`config.mk`:
```
export PLATFORM = sky130hd
export DESIGN_NAME = bias_stream_gen_flat
export DESIGN_NICKNAME = d
export VERILOG_FILES = /design/src/rtl/bias_stream_gen_if.sv /design/src/rtl/bias_stream_gen.sv /design/src/flat_wrapper.sv
export SDC_FILE = /design/constraint.sdc
export NUM_CORES = 1
export LEC_CHECK = 0
export BUFFER_PORTS_ARGS = -buffer_cell sky130_fd_sc_hd__buf_2
export CAP_MARGIN = 20
export CORE_ASPECT_RATIO = 1.4
export CORE_UTILIZATION = 35
export DETAILED_ROUTE_END_ITERATION = 6
export RECOVER_POWER = 25
export SLEW_MARGIN = 5
export SYNTH_ARGS = -nofsm -noshare
export SYNTH_HDL_FRONTEND = slang
export SYNTH_SLANG_ARGS = --single-unit
```
`constraint.sdc`:
```
create_clock -name ap_clk -period 3.1 [get_ports ap_clk]
set_input_delay 0 -clock ap_clk [delete_from_list [all_inputs] [get_ports ap_clk]]
set_output_delay 0 -clock ap_clk [all_outputs]
set_load 0.05 [all_outputs]
```
`src/rtl/bias_stream_gen_if.sv`:
```
// Downstream ap_fifo-style write channel carrying bias words.
interface bias_stream_gen_if #(
    parameter int unsigned COEFF_WIDTH = 16
);
    logic [COEFF_WIDTH-1:0] din;
    logic                   full_n;
    logic                   write;

    modport master (output din, output write, input full_n);
    modport slave  (input din, input write, output full_n);
endinterface

```
`src/rtl/bias_stream_gen.sv`:
```
// Streams a layer's bias ROM into a FIFO channel, with per-word repetition
// and multi-pass replay under ap_start/ap_done control.
module bias_stream_gen #(
    parameter int unsigned COEFF_WIDTH = 16,
    parameter int unsigned NUM_KERNELS = 16,
    parameter int unsigned CNT_WIDTH   = 16,
    // ROM image, word k at bits [k*COEFF_WIDTH +: COEFF_WIDTH]
    parameter logic [NUM_KERNELS*COEFF_WIDTH-1:0] ROM_INIT = '0
) (
    input  logic                 ap_clk,
    input  logic                 ap_rst_n,
    input  logic                 ap_start,
    output logic                 ap_done,
    output logic                 ap_ready,
    output logic                 ap_idle,
    input  logic [CNT_WIDTH-1:0] num_passes,
    input  logic [CNT_WIDTH-1:0] rep_each,
    bias_stream_gen_if.master    output_V
);
    localparam int unsigned   AW       = (NUM_KERNELS > 1) ? $clog2(NUM_KERNELS) : 1;
    localparam logic [AW-1:0] LAST_IDX = AW'(NUM_KERNELS - 1);

    typedef enum logic [1:0] {S_IDLE, S_PRIME, S_RUN, S_DONE} state_t;

    state_t                 r_state, w_state_nxt;
    logic [CNT_WIDTH-1:0]   r_passes, w_passes_nxt;
    logic [CNT_WIDTH-1:0]   r_rep_max, w_rep_max_nxt;
    logic [CNT_WIDTH-1:0]   r_rep, w_rep_nxt;
    logic [CNT_WIDTH-1:0]   r_pass, w_pass_nxt;
    logic [AW-1:0]          r_idx, w_idx_nxt;
    logic [AW-1:0]          w_rom_addr;
    logic                   w_rom_ce;
    logic [COEFF_WIDTH-1:0] w_rom_word;
    logic [COEFF_WIDTH-1:0] r_rom_q;
    logic                   r_done, r_idle;
    logic                   w_xfer, w_last_rep, w_last_idx, w_last_pass;

    assign w_xfer      = (r_state == S_RUN) && output_V.full_n;
    assign w_last_rep  = (r_rep == r_rep_max - CNT_WIDTH'(1));
    assign w_last_idx  = (r_idx == LAST_IDX);
    assign w_last_pass = (r_pass == r_passes - CNT_WIDTH'(1));
    assign w_rom_word  = ROM_INIT[32'(w_rom_addr) * COEFF_WIDTH +: COEFF_WIDTH];

    assign output_V.din   = r_rom_q;
    assign output_V.write = w_xfer;
    assign ap_done        = r_done;
    assign ap_ready       = r_done;
    assign ap_idle        = r_idle;

    // State, counters and synchronous ROM output register
    always_ff @(posedge ap_clk or negedge ap_rst_n) begin
        if (!ap_rst_n) begin
            r_state   <= S_IDLE;
            r_passes  <= '0;
            r_rep_max <= '0;
            r_rep     <= '0;
            r_pass    <= '0;
            r_idx     <= '0;
            r_rom_q   <= '0;
            r_done    <= 1'b0;
            r_idle    <= 1'b1;
        end else begin
            r_state   <= w_state_nxt;
            r_passes  <= w_passes_nxt;
            r_rep_max <= w_rep_max_nxt;
            r_rep     <= w_rep_nxt;
            r_pass    <= w_pass_nxt;
            r_idx     <= w_idx_nxt;
            if (w_rom_ce) r_rom_q <= w_rom_word;
            r_done    <= (w_state_nxt == S_DONE);
            r_idle    <= (w_state_nxt == S_IDLE);
        end
    end

    // Next state; the ROM is read ahead on the last repeat so writes stay back-to-back
    always_comb begin
        w_state_nxt   = r_state;
        w_passes_nxt  = r_passes;
        w_rep_max_nxt = r_rep_max;
        w_rep_nxt     = r_rep;
        w_pass_nxt    = r_pass;
        w_idx_nxt     = r_idx;
        w_rom_ce      = 1'b0;
        w_rom_addr    = r_idx;
        case (r_state)
            S_IDLE: begin
                if (ap_start) begin
                    w_passes_nxt  = num_passes;
                    w_rep_max_nxt = (rep_each == '0) ? CNT_WIDTH'(1) : rep_each;
                    w_rep_nxt     = '0;
                    w_pass_nxt    = '0;
                    w_idx_nxt     = '0;
                    w_state_nxt   = (num_passes == '0) ? S_DONE : S_PRIME;
                end
            end
            S_PRIME: begin
                w_rom_ce    = 1'b1;
                w_rom_addr  = '0;
                w_state_nxt = S_RUN;
            end
            S_RUN: begin
                if (w_xfer) begin
                    if (!w_last_rep) begin
                        w_rep_nxt = r_rep + CNT_WIDTH'(1);
                    end else begin
                        w_rep_nxt = '0;
                        if (!w_last_idx) begin
                            w_idx_nxt  = r_idx + AW'(1);
                            w_rom_ce   = 1'b1;
                            w_rom_addr = r_idx + AW'(1);
                        end else if (!w_last_pass) begin
                            w_idx_nxt  = '0;
                            w_pass_nxt = r_pass + CNT_WIDTH'(1);
                            w_rom_ce   = 1'b1;
                            w_rom_addr = '0;
                        end else begin
                            w_idx_nxt   = '0;
                            w_state_nxt = S_DONE;
                        end
                    end
                end
            end
            S_DONE: begin
                w_state_nxt = S_IDLE;
            end
            default: begin
                w_state_nxt = S_IDLE;
            end
        endcase
    end
endmodule
```
`src/flat_wrapper.sv`:
```
// flat-port wrapper written by rule: the top's interface ports become plain ports
module bias_stream_gen_flat 
#(
    parameter int unsigned COEFF_WIDTH = 16,
    parameter int unsigned NUM_KERNELS = 16,
    parameter int unsigned CNT_WIDTH   = 16,
                                                               
    parameter logic [NUM_KERNELS*COEFF_WIDTH-1:0] ROM_INIT = '0
)
  (ap_clk, ap_rst_n, ap_start, ap_done, ap_ready, ap_idle, num_passes, rep_each, output_V_din, output_V_write, output_V_full_n);
  bias_stream_gen_if #(.COEFF_WIDTH(COEFF_WIDTH)) output_V_i ();
  input  logic ap_clk;
  input  logic ap_rst_n;
  input  logic ap_start;
  output logic ap_done;
  output logic ap_ready;
  output logic ap_idle;
  input  logic [CNT_WIDTH-1:0] num_passes;
  input  logic [CNT_WIDTH-1:0] rep_each;
  output wire logic [$bits(output_V_i.din)-1:0] output_V_din;
  output wire logic [$bits(output_V_i.write)-1:0] output_V_write;
  input wire logic [$bits(output_V_i.full_n)-1:0] output_V_full_n;
  assign output_V_din = output_V_i.din;
  assign output_V_write = output_V_i.write;
  assign output_V_i.full_n = output_V_full_n;
  bias_stream_gen #(.COEFF_WIDTH(COEFF_WIDTH), .NUM_KERNELS(NUM_KERNELS), .CNT_WIDTH(CNT_WIDTH), .ROM_INIT(ROM_INIT)) u_core (.ap_clk(ap_clk), .ap_rst_n(ap_rst_n), .ap_start(ap_start), .ap_done(ap_done), .ap_ready(ap_ready), .ap_idle(ap_idle), .num_passes(num_passes), .rep_each(rep_each), .output_V(output_V_i));
endmodule
```
==> impl_results.md, run 1 <==
- Status: finished with violations
- Violations in the final reports: DRC
- Hold WC Path Type: input pin to register
- Area growth syn-to-layout: 22.0%
- Synthesized area per cell: 8.67 um2
- CTS tree: built
- Post-Synthesis Cells: 525
- Number of port buffers: 39
- Endpoints failing setup: 0
- Ys async rst share: 100%
- Final worst slack: about 0.12 ns
- Core area: about 12,000 um2
- Synth warnings: 0
- Seq/Total Area, Yosys: 39.6%
- Rel. slew slack: 6.57%
- WL/cell: 16.0 um
- MaxCap Viol Count: 0
- Post-Route WL: 12,000 um
- Root buffer cell: clkbuf_16
- CP Data Arrival Time: 3.24 ns
- Final global-route overflow total: 0
- Synth top area cells: dfrtp_1 (39%), nand2_1 (8.2%), xor2_1 (4.2%)
- FF-to-FF setup slack: between 0.1 and 0.15 ns
- # diodes: 0
- Row cnt: 48
- Clock slew at reported path FFs: around 0.06 ns
- CP Cell Sequence: or4_4 -> nor3_4 -> a21oi_1 -> nor4_1 -> and4_4 -> a21oi_2 -> buf_12 -> or4_1 -> a21oi_1
- Peak VDD IR: approximately 0.30 mV
- Dpl ws: 0.158 ns
- Crit share post-route: 96.2%
- Worst-Margin Slew: 1.40 ns
- Hpwl dp: 8780 um
- Num CTS Buffers: 9
- DR iter-0 viols: 157
- Share of the synthesized area in the top cell type: 39.0%
- CP startpoint kind: register
- Detailed-route via count: 4,126
- CTS sink count: 72
- IO Count: 56
- Share of cells above drive strength 1: 13.7%
- CP delay by family, top: simple AND/OR/NAND/NOR gates
- Top FF cell, synth: dfrtp_1
- Crit-path slowest cell: or4_4
- H-tree Lvls: 3
- Seq cells post-synth: 72
- Via density: 5.50
- Initial Utilization: 36.5%
- Crit path buf inv count: 1
- Clk Latency, worst-skew pair: 0.34 ns
- Vias in the first global route: 4,193
- Fin. Hold Viols: 0
- DR pass1 iterations: 7
- Crit path kind: register to register
- Detail Route Antenna Nets: 0
- CP max stage delay: 0.59 ns
- Clock period minus worst slack: 2.98 ns
- Routability cong.: 0.849
- Final Core Density: 44.5%
- Max frequency: 335 MHz
- Drt drc: 1
- Area leader, netlist: dfrtp_1
- Pwr dens: approximately 430 nW/um2
- Fin. max-slew vios: 0
- Crit-path most repeated cell: a21oi_1
- Nets: 636
- Mapped Area: 4550 um2
- Antenna violations before repair: 0
- GRT Overall Usage: 18.8%
- Worst setup EP type: register
- Max FO, Critical Path: 31
- Most frequent cells in the layout: nand2_1 (99), dfrtp_1 (71), buf_2 (36)
- First-pass GRT wire length: 19,600 um
- Die ar.: around 13,000 um2
- Die width: roughly 98 um
- EDFF count, synth: 0
- Unique cell type count in the Yosys netlist: 60
- Clock buffer depth: 2
- Most common cell after layout, fill and taps aside: nand2_1
- Largest net degree at the start of global routing: 32
- Die height: between 100 and 150 um
- Total leakage power: 2.62 nW
- Worst endpoint required time: between 3 and 4 ns
- Skew final: 0.00831 ns
worst min-delay path: cells and delay by family:
| family | cells | cell delay, ns |
|---|---|---|
| buffers and inverters | 2 | 0.28 |
| AND/OR/NAND/NOR | 3 | 0.18 |
sequential cells by signal, indices dropped and copies added (netlist names):
| name | count |
|---|---|
| u_core.ap_done | 1 |
| u_core.r_rep | 16 |
| u_core.r_idx | 4 |
| u_core.ap_idle | 1 |
| u_core.r_pass | 16 |
| u_core.r_rep_max | 16 |
| u_core.r_state | 2 |
| u_core.r_passes | 16 |
metal layers:
layer	vias up	GRT usage (%)	routed length, um
li1	1995	-	-
met1	2035	19.9	4710
met2	71	35.6	6610
met3	25	4.03	295
met4	0	8.71	365
met5	-	0	0
layout make-up:
type	instances	area, um2
Fill cell	1217	6930
Timing Repair Buffer	87	643
Clock buffer	10	239
Clock inverter	6	82.6
Inverter	10	37.5
Sequential cell	72	1800
Tap cell	150	188
Multi-Input combinational cell	415	2560
path summary, 6_finish.rpt:
check | start | end | depth (start not counted)
worst min-delay path | ap_start | u_core.r_rep_max[10] | 5
worst max-delay path | u_core.r_rep_max[4] | u_core.r_pass[10] | 9
max in group asynchronous | ap_rst_n | u_core.r_passes[14] | 3
worst min register to register | u_core.r_passes[15] | u_core.r_passes[15] | 2
min in group asynchronous | ap_rst_n | u_core.r_rep_max[10] | 2
worst max register to register | u_core.r_rep_max[4] | u_core.r_pass[10] | 9
synth_stat cells, types with 4 or more instances:
library cell,n
buf_2,5
nor4_1,14
a22o_1,4
nor3_1,13
and2_1,6
nand2b_1,19
nand2_1,99
a31oi_1,16
a21oi_1,27
nand4_1,5
inv_1,10
xnor2_1,21
clkbuf_1,17
mux2i_1,7
or3_1,4
buf_4,17
and4_1,5
xor2_1,22
nor2_1,15
o31ai_1,16
ha_1,5
nand3_1,14
or4_1,16
o21ai_0,15
and3_1,14
dfrtp_1,71
what timing repair did:
action	4_1_cts	5_1_grt
gates resized for setup	0	6
setup buffers	0	0
hold buffers	33	0
endpoints found under the setup margin	0	11
endpoints found under the hold margin	53	0
stage by stage:
step / hold slack [ns] / total power [mW] / cells / setup TNS, ns / instance area (um2)
3_5_place_dp: 0.00886 / 1.24 / 701 / 0 / 4870
2_1_floorplan: -0.296 / 1.17 / 540 / 0 / 4610
5_1_grt: 0.192 / 2.49 / 750 / -0.127 / 5560
3_3_place_gp: 0.00184 / 1.24 / 701 / 0 / 4870
6_report: 0.166 / 2.38 / 750 / 0 / 5560
4_1_cts: 0.163 / 2.41 / 750 / 0 / 5530
cell families (layout without fill, tap and decap cells):
kind of cell               after synthesis  count (layout)  synth area share (%)
AOI/OAI and AO/OA                      101             101                  14.3
xor gates and xnor gates                43              43                  8.27
other                                    1              16                0.0823
muxes                                    9               9                  2.03
buffers and inverters                   53             113                  6.24
adders and majority gates                5               5                  1.37
DFF                                     72              72                  39.6
and+or+nand+nor                        241             241                  28.1
where the power goes:
group	switching [mW]	total (mW)	internal [mW]
clock	0.406	1.13	0.722
combinational	0.144	0.252	0.107
sequential	0.0381	1.00	0.966
total	0.588	2.38	1.79
(Power assumes the default switching activity.)
==> run 2, diff against run 1 <==
Settings changed: ABC_AREA set to 1.
==> impl_results.md, run 2 <==
- Ys async rst share: 100% (unchanged)
- IO Count: 56 (unchanged)
- Hpwl dp: 10,200 um (was 8780 um)
- GRT Overall Usage: 20.2% (was 18.8%)
- Crit share post-route: 85.8% (was 96.2%)
- Area leader, netlist: dfrtp_1 (unchanged)
- Die height: 142 um (was 137 um)
- Final global-route overflow total: 0 (unchanged)
- Setup_tns: 0 ns (unchanged)
- Vias in the first global route: 4,688 (was 4,193)
- Root buffer cell: clkbuf_16 (unchanged)
- Setup crit start: u_core.r_rep_max[0] (was u_core.r_rep_max[4])
- Most common cell after layout, fill and taps aside: nand2_1 (unchanged)
- CTS sink count: 72 (unchanged)
- Number of port buffers: 39 (unchanged)
- Max frequency: 376 MHz (was 335 MHz)
- Dpl ws: 0.580 ns (was 0.158 ns)
- Hold WC Path Type: input pin to register (unchanged)
- CP Data Arrival Time: 2.93 ns (was 3.24 ns)
- DR iter-0 viols: 153 (was 157)
- Worst setup EP type: register (unchanged)
- Rel. slew slack: -24.6% (was 6.57%)
- Reg2Reg Depth: 14 (was 9)
- Detailed-route via count: 4,777 (was 4,126)
- Clock buffer depth: 2 (unchanged)
- Most frequent cells in the layout: nand2_1 (237), nor2_1 (90), dfrtp_1 (71) (was nand2_1 (99), dfrtp_1 (71), buf_2 (36))
- Share of cells above drive strength 1: 9.88% (was 13.7%)
- Synth top cells by count: nand2_1 (237), nor2_1 (90), dfrtp_1 (71) (was nand2_1 (99), dfrtp_1 (71), a21oi_1 (27))
- EDFF count, synth: 0 (unchanged)
- DR pass1 iterations: 4 (was 7)
- Die width: 102 um (was 98.4 um)
- Share of the synthesized area in the top cell type: 36.0% (was 39.0%)
- Num CTS Buffers: 9 (unchanged)
- Synth warnings: 0 (unchanged)
- FF-to-FF setup slack: 0.44 ns (was 0.12 ns)
- Peak VDD IR: 0.270 mV (was 0.301 mV)
- Violations in the final reports: capacitance limit, slew limit (was DRC)
- CTS tree: built (unchanged)
- Crit Reg-Reg Endpoint: u_core.r_pass[15] (was u_core.r_pass[10])
- Endpoints failing setup: 0 (unchanged)
- Total leakage power: 3.05 nW (was 2.62 nW)
- RSZ-0062 raised after global routing: no
- Post-cts resize count: 0 (unchanged)
- First-pass GRT wire length: 22,300 um (was 19,600 um)
- Routability cong.: 0.898 (was 0.849)
- Final Power: 2.54 mW (was 2.38 mW)
- Row cnt: 51 (was 48)
- Worst endpoint required time: 3.37 ns (was 3.36 ns)
- Post-Synthesis Cells: 722 (was 525)
- Nets: 836 (was 636)
- H-tree Lvls: 3 (unchanged)
- Antenna violations before repair: 0 (unchanged)
- Crit path kind: register to register (unchanged)
- Seq/Total Area, Yosys: 36.5% (was 39.6%)
- Die ar.: 14,600 um2 (was 13,500 um2)
- Top FF cell, synth: dfrtp_1 (unchanged)
- Area growth syn-to-layout: 20.2% (was 22.0%)
- Status: finished with violations (unchanged)
- CP startpoint kind: register (unchanged)
- Via density: 4.85 (was 5.50)
- Fin. Hold Viols: 0 (unchanged)
- Pwr dens: 428 nW/um2 (was 429 nW/um2)
- WL/cell: 14.0 um (was 16.0 um)
- Unique cell type count in the Yosys netlist: 41 (was 60)
- Reg-to-Reg Start: u_core.r_rep_max[0] (was u_core.r_rep_max[4])
- Clock period minus worst slack: 2.66 ns (was 2.98 ns)
- Max FO, Critical Path: 14 (was 31)
- Detail Route Antenna Nets: 0 (unchanged)
- Synth top area cells: dfrtp_1 (36%), nand2_1 (18%), nor2_1 (6.8%) (was dfrtp_1 (39%), nand2_1 (8.2%), xor2_1 (4.2%))
- MaxCap Viol Count: 1 (was 0)
- Drt drc: 0 (was 1)
- Mapped Area: 4930 um2 (was 4550 um2)
- Post-Route WL: 13,800 um (was 12,000 um)
- Clk Latency, worst-skew pair: 0.34 ns (about the same)
- Largest net degree at the start of global routing: 73 (was 32)
- Final worst slack: 0.440 ns (was 0.117 ns)
- Initial Utilization: 35.6% (was 36.5%)
- Fin. max-slew vios: 73 (was 0)
- Skew final: 0.00715 ns (was 0.00831 ns)
- Core area: 13,800 um2 (was 12,500 um2)
- Clock slew at reported path FFs: 0.06 ns (about the same)
- Seq cells post-synth: 72 (unchanged)
- Most frequent cell after synthesis: nand2_1 (unchanged)
- # diodes: 0 (unchanged)
- Synthesized area per cell: 6.83 um2 (was 8.67 um2)
- Critical path capture point: u_core.r_pass[15] (was u_core.r_pass[10])
- Worst-Margin Slew: 1.87 ns (was 1.40 ns)
-- run 2: cell types whose count changed in the layout (fill, tap and decap cells not counted), sizes merged, moves of 19 or more --
cell	before	now
nand3	14	65
inv	10	69
a21oi	29	5
nor2	15	98
o21ai	16	41
nand2	99	241
nand2b	19	0
-- run 2: cell type report --
type,instances,area (um2)
Clock buffer,10,239
Clock inverter,6,92.6
Fill cell,1481,7920
Inverter,70,263
Multi-Input combinational cell,562,2720
Sequential cell,72,1800
Tap cell,185,231
Timing Repair Buffer,80,582
-- run 2: timing repair --
action,in CTS,in global routing
hold buffers,33,0
setup endpoints to repair,0,0
buffers inserted,0,0
hold endpoints to repair,105,0
-- run 2: how the worst min path moves through the flow --
stage                  start             endpoint  slack [ns]  cells past startpoint
floorplan           ap_rst_n       u_core.ap_done       -0.30                      0
global placement    ap_rst_n   u_core.r_passes[4]        0.22                      1
detailed placement  ap_rst_n   u_core.r_passes[4]        0.22                      1
CTS                 ap_start  u_core.r_rep_max[0]        0.13                      3
global route        ap_start  u_core.r_rep_max[0]        0.14                      3
finish              ap_start  u_core.r_rep_max[0]        0.13                      3
-- run 2: stage by stage --
stage | utilization [%] | instances | hold WS, ns | cell area, um2
after floorplan | - | 737 | -0.296 | 4990
after global placement | 38.1 | 936 | 0.216 | 5270
after detailed placement | 38.1 | 936 | 0.218 | 5270
after CTS | 42.9 | 985 | 0.133 | 5940
after global routing | 42.8 | 985 | 0.142 | 5930
final | 42.8 | 985 | 0.133 | 5930
-- run 2: report_power, final --
| part | switching, mW | internal [mW] |
|---|---|---|
| sequential | 0.0621 | 0.984 |
| combinational | 0.193 | 0.129 |
| clock | 0.439 | 0.730 |
| total | 0.694 | 1.84 |
-- run 2: routing by layer --
layer	track usage (%)	vias up	wire length (um)
met2	38.3	96	7540
met1	21.5	2242	5370
met4	8.42	0	402
met5	0	-	0
li1	-	2414	-
met3	3.34	25	448
-- run 2: kinds of logic after synthesis --
logic type	share of synthesized area, %
simple gates	38.6
buf+inv	9.51
flops	36.5
compound gates	6.11
xor+xnor	7.91
fa+ha+maj	1.27
other cells	0.0760
-- run 2: critical path, cell delays in order, from the launching register on --
cell     delay, ns
dfrtp_1       0.40
inv_2         0.12
ha_1          0.22
nand2_1       0.07
nor2_1        0.27
xor2_1        0.21
nand2_1       0.07
nor2_1        0.13
nand2_1       0.06
nor2_1        0.18
nand3_2       0.14
nand2_2       0.28
buf_4         0.23
nand3_1       0.10
nand2_1       0.10
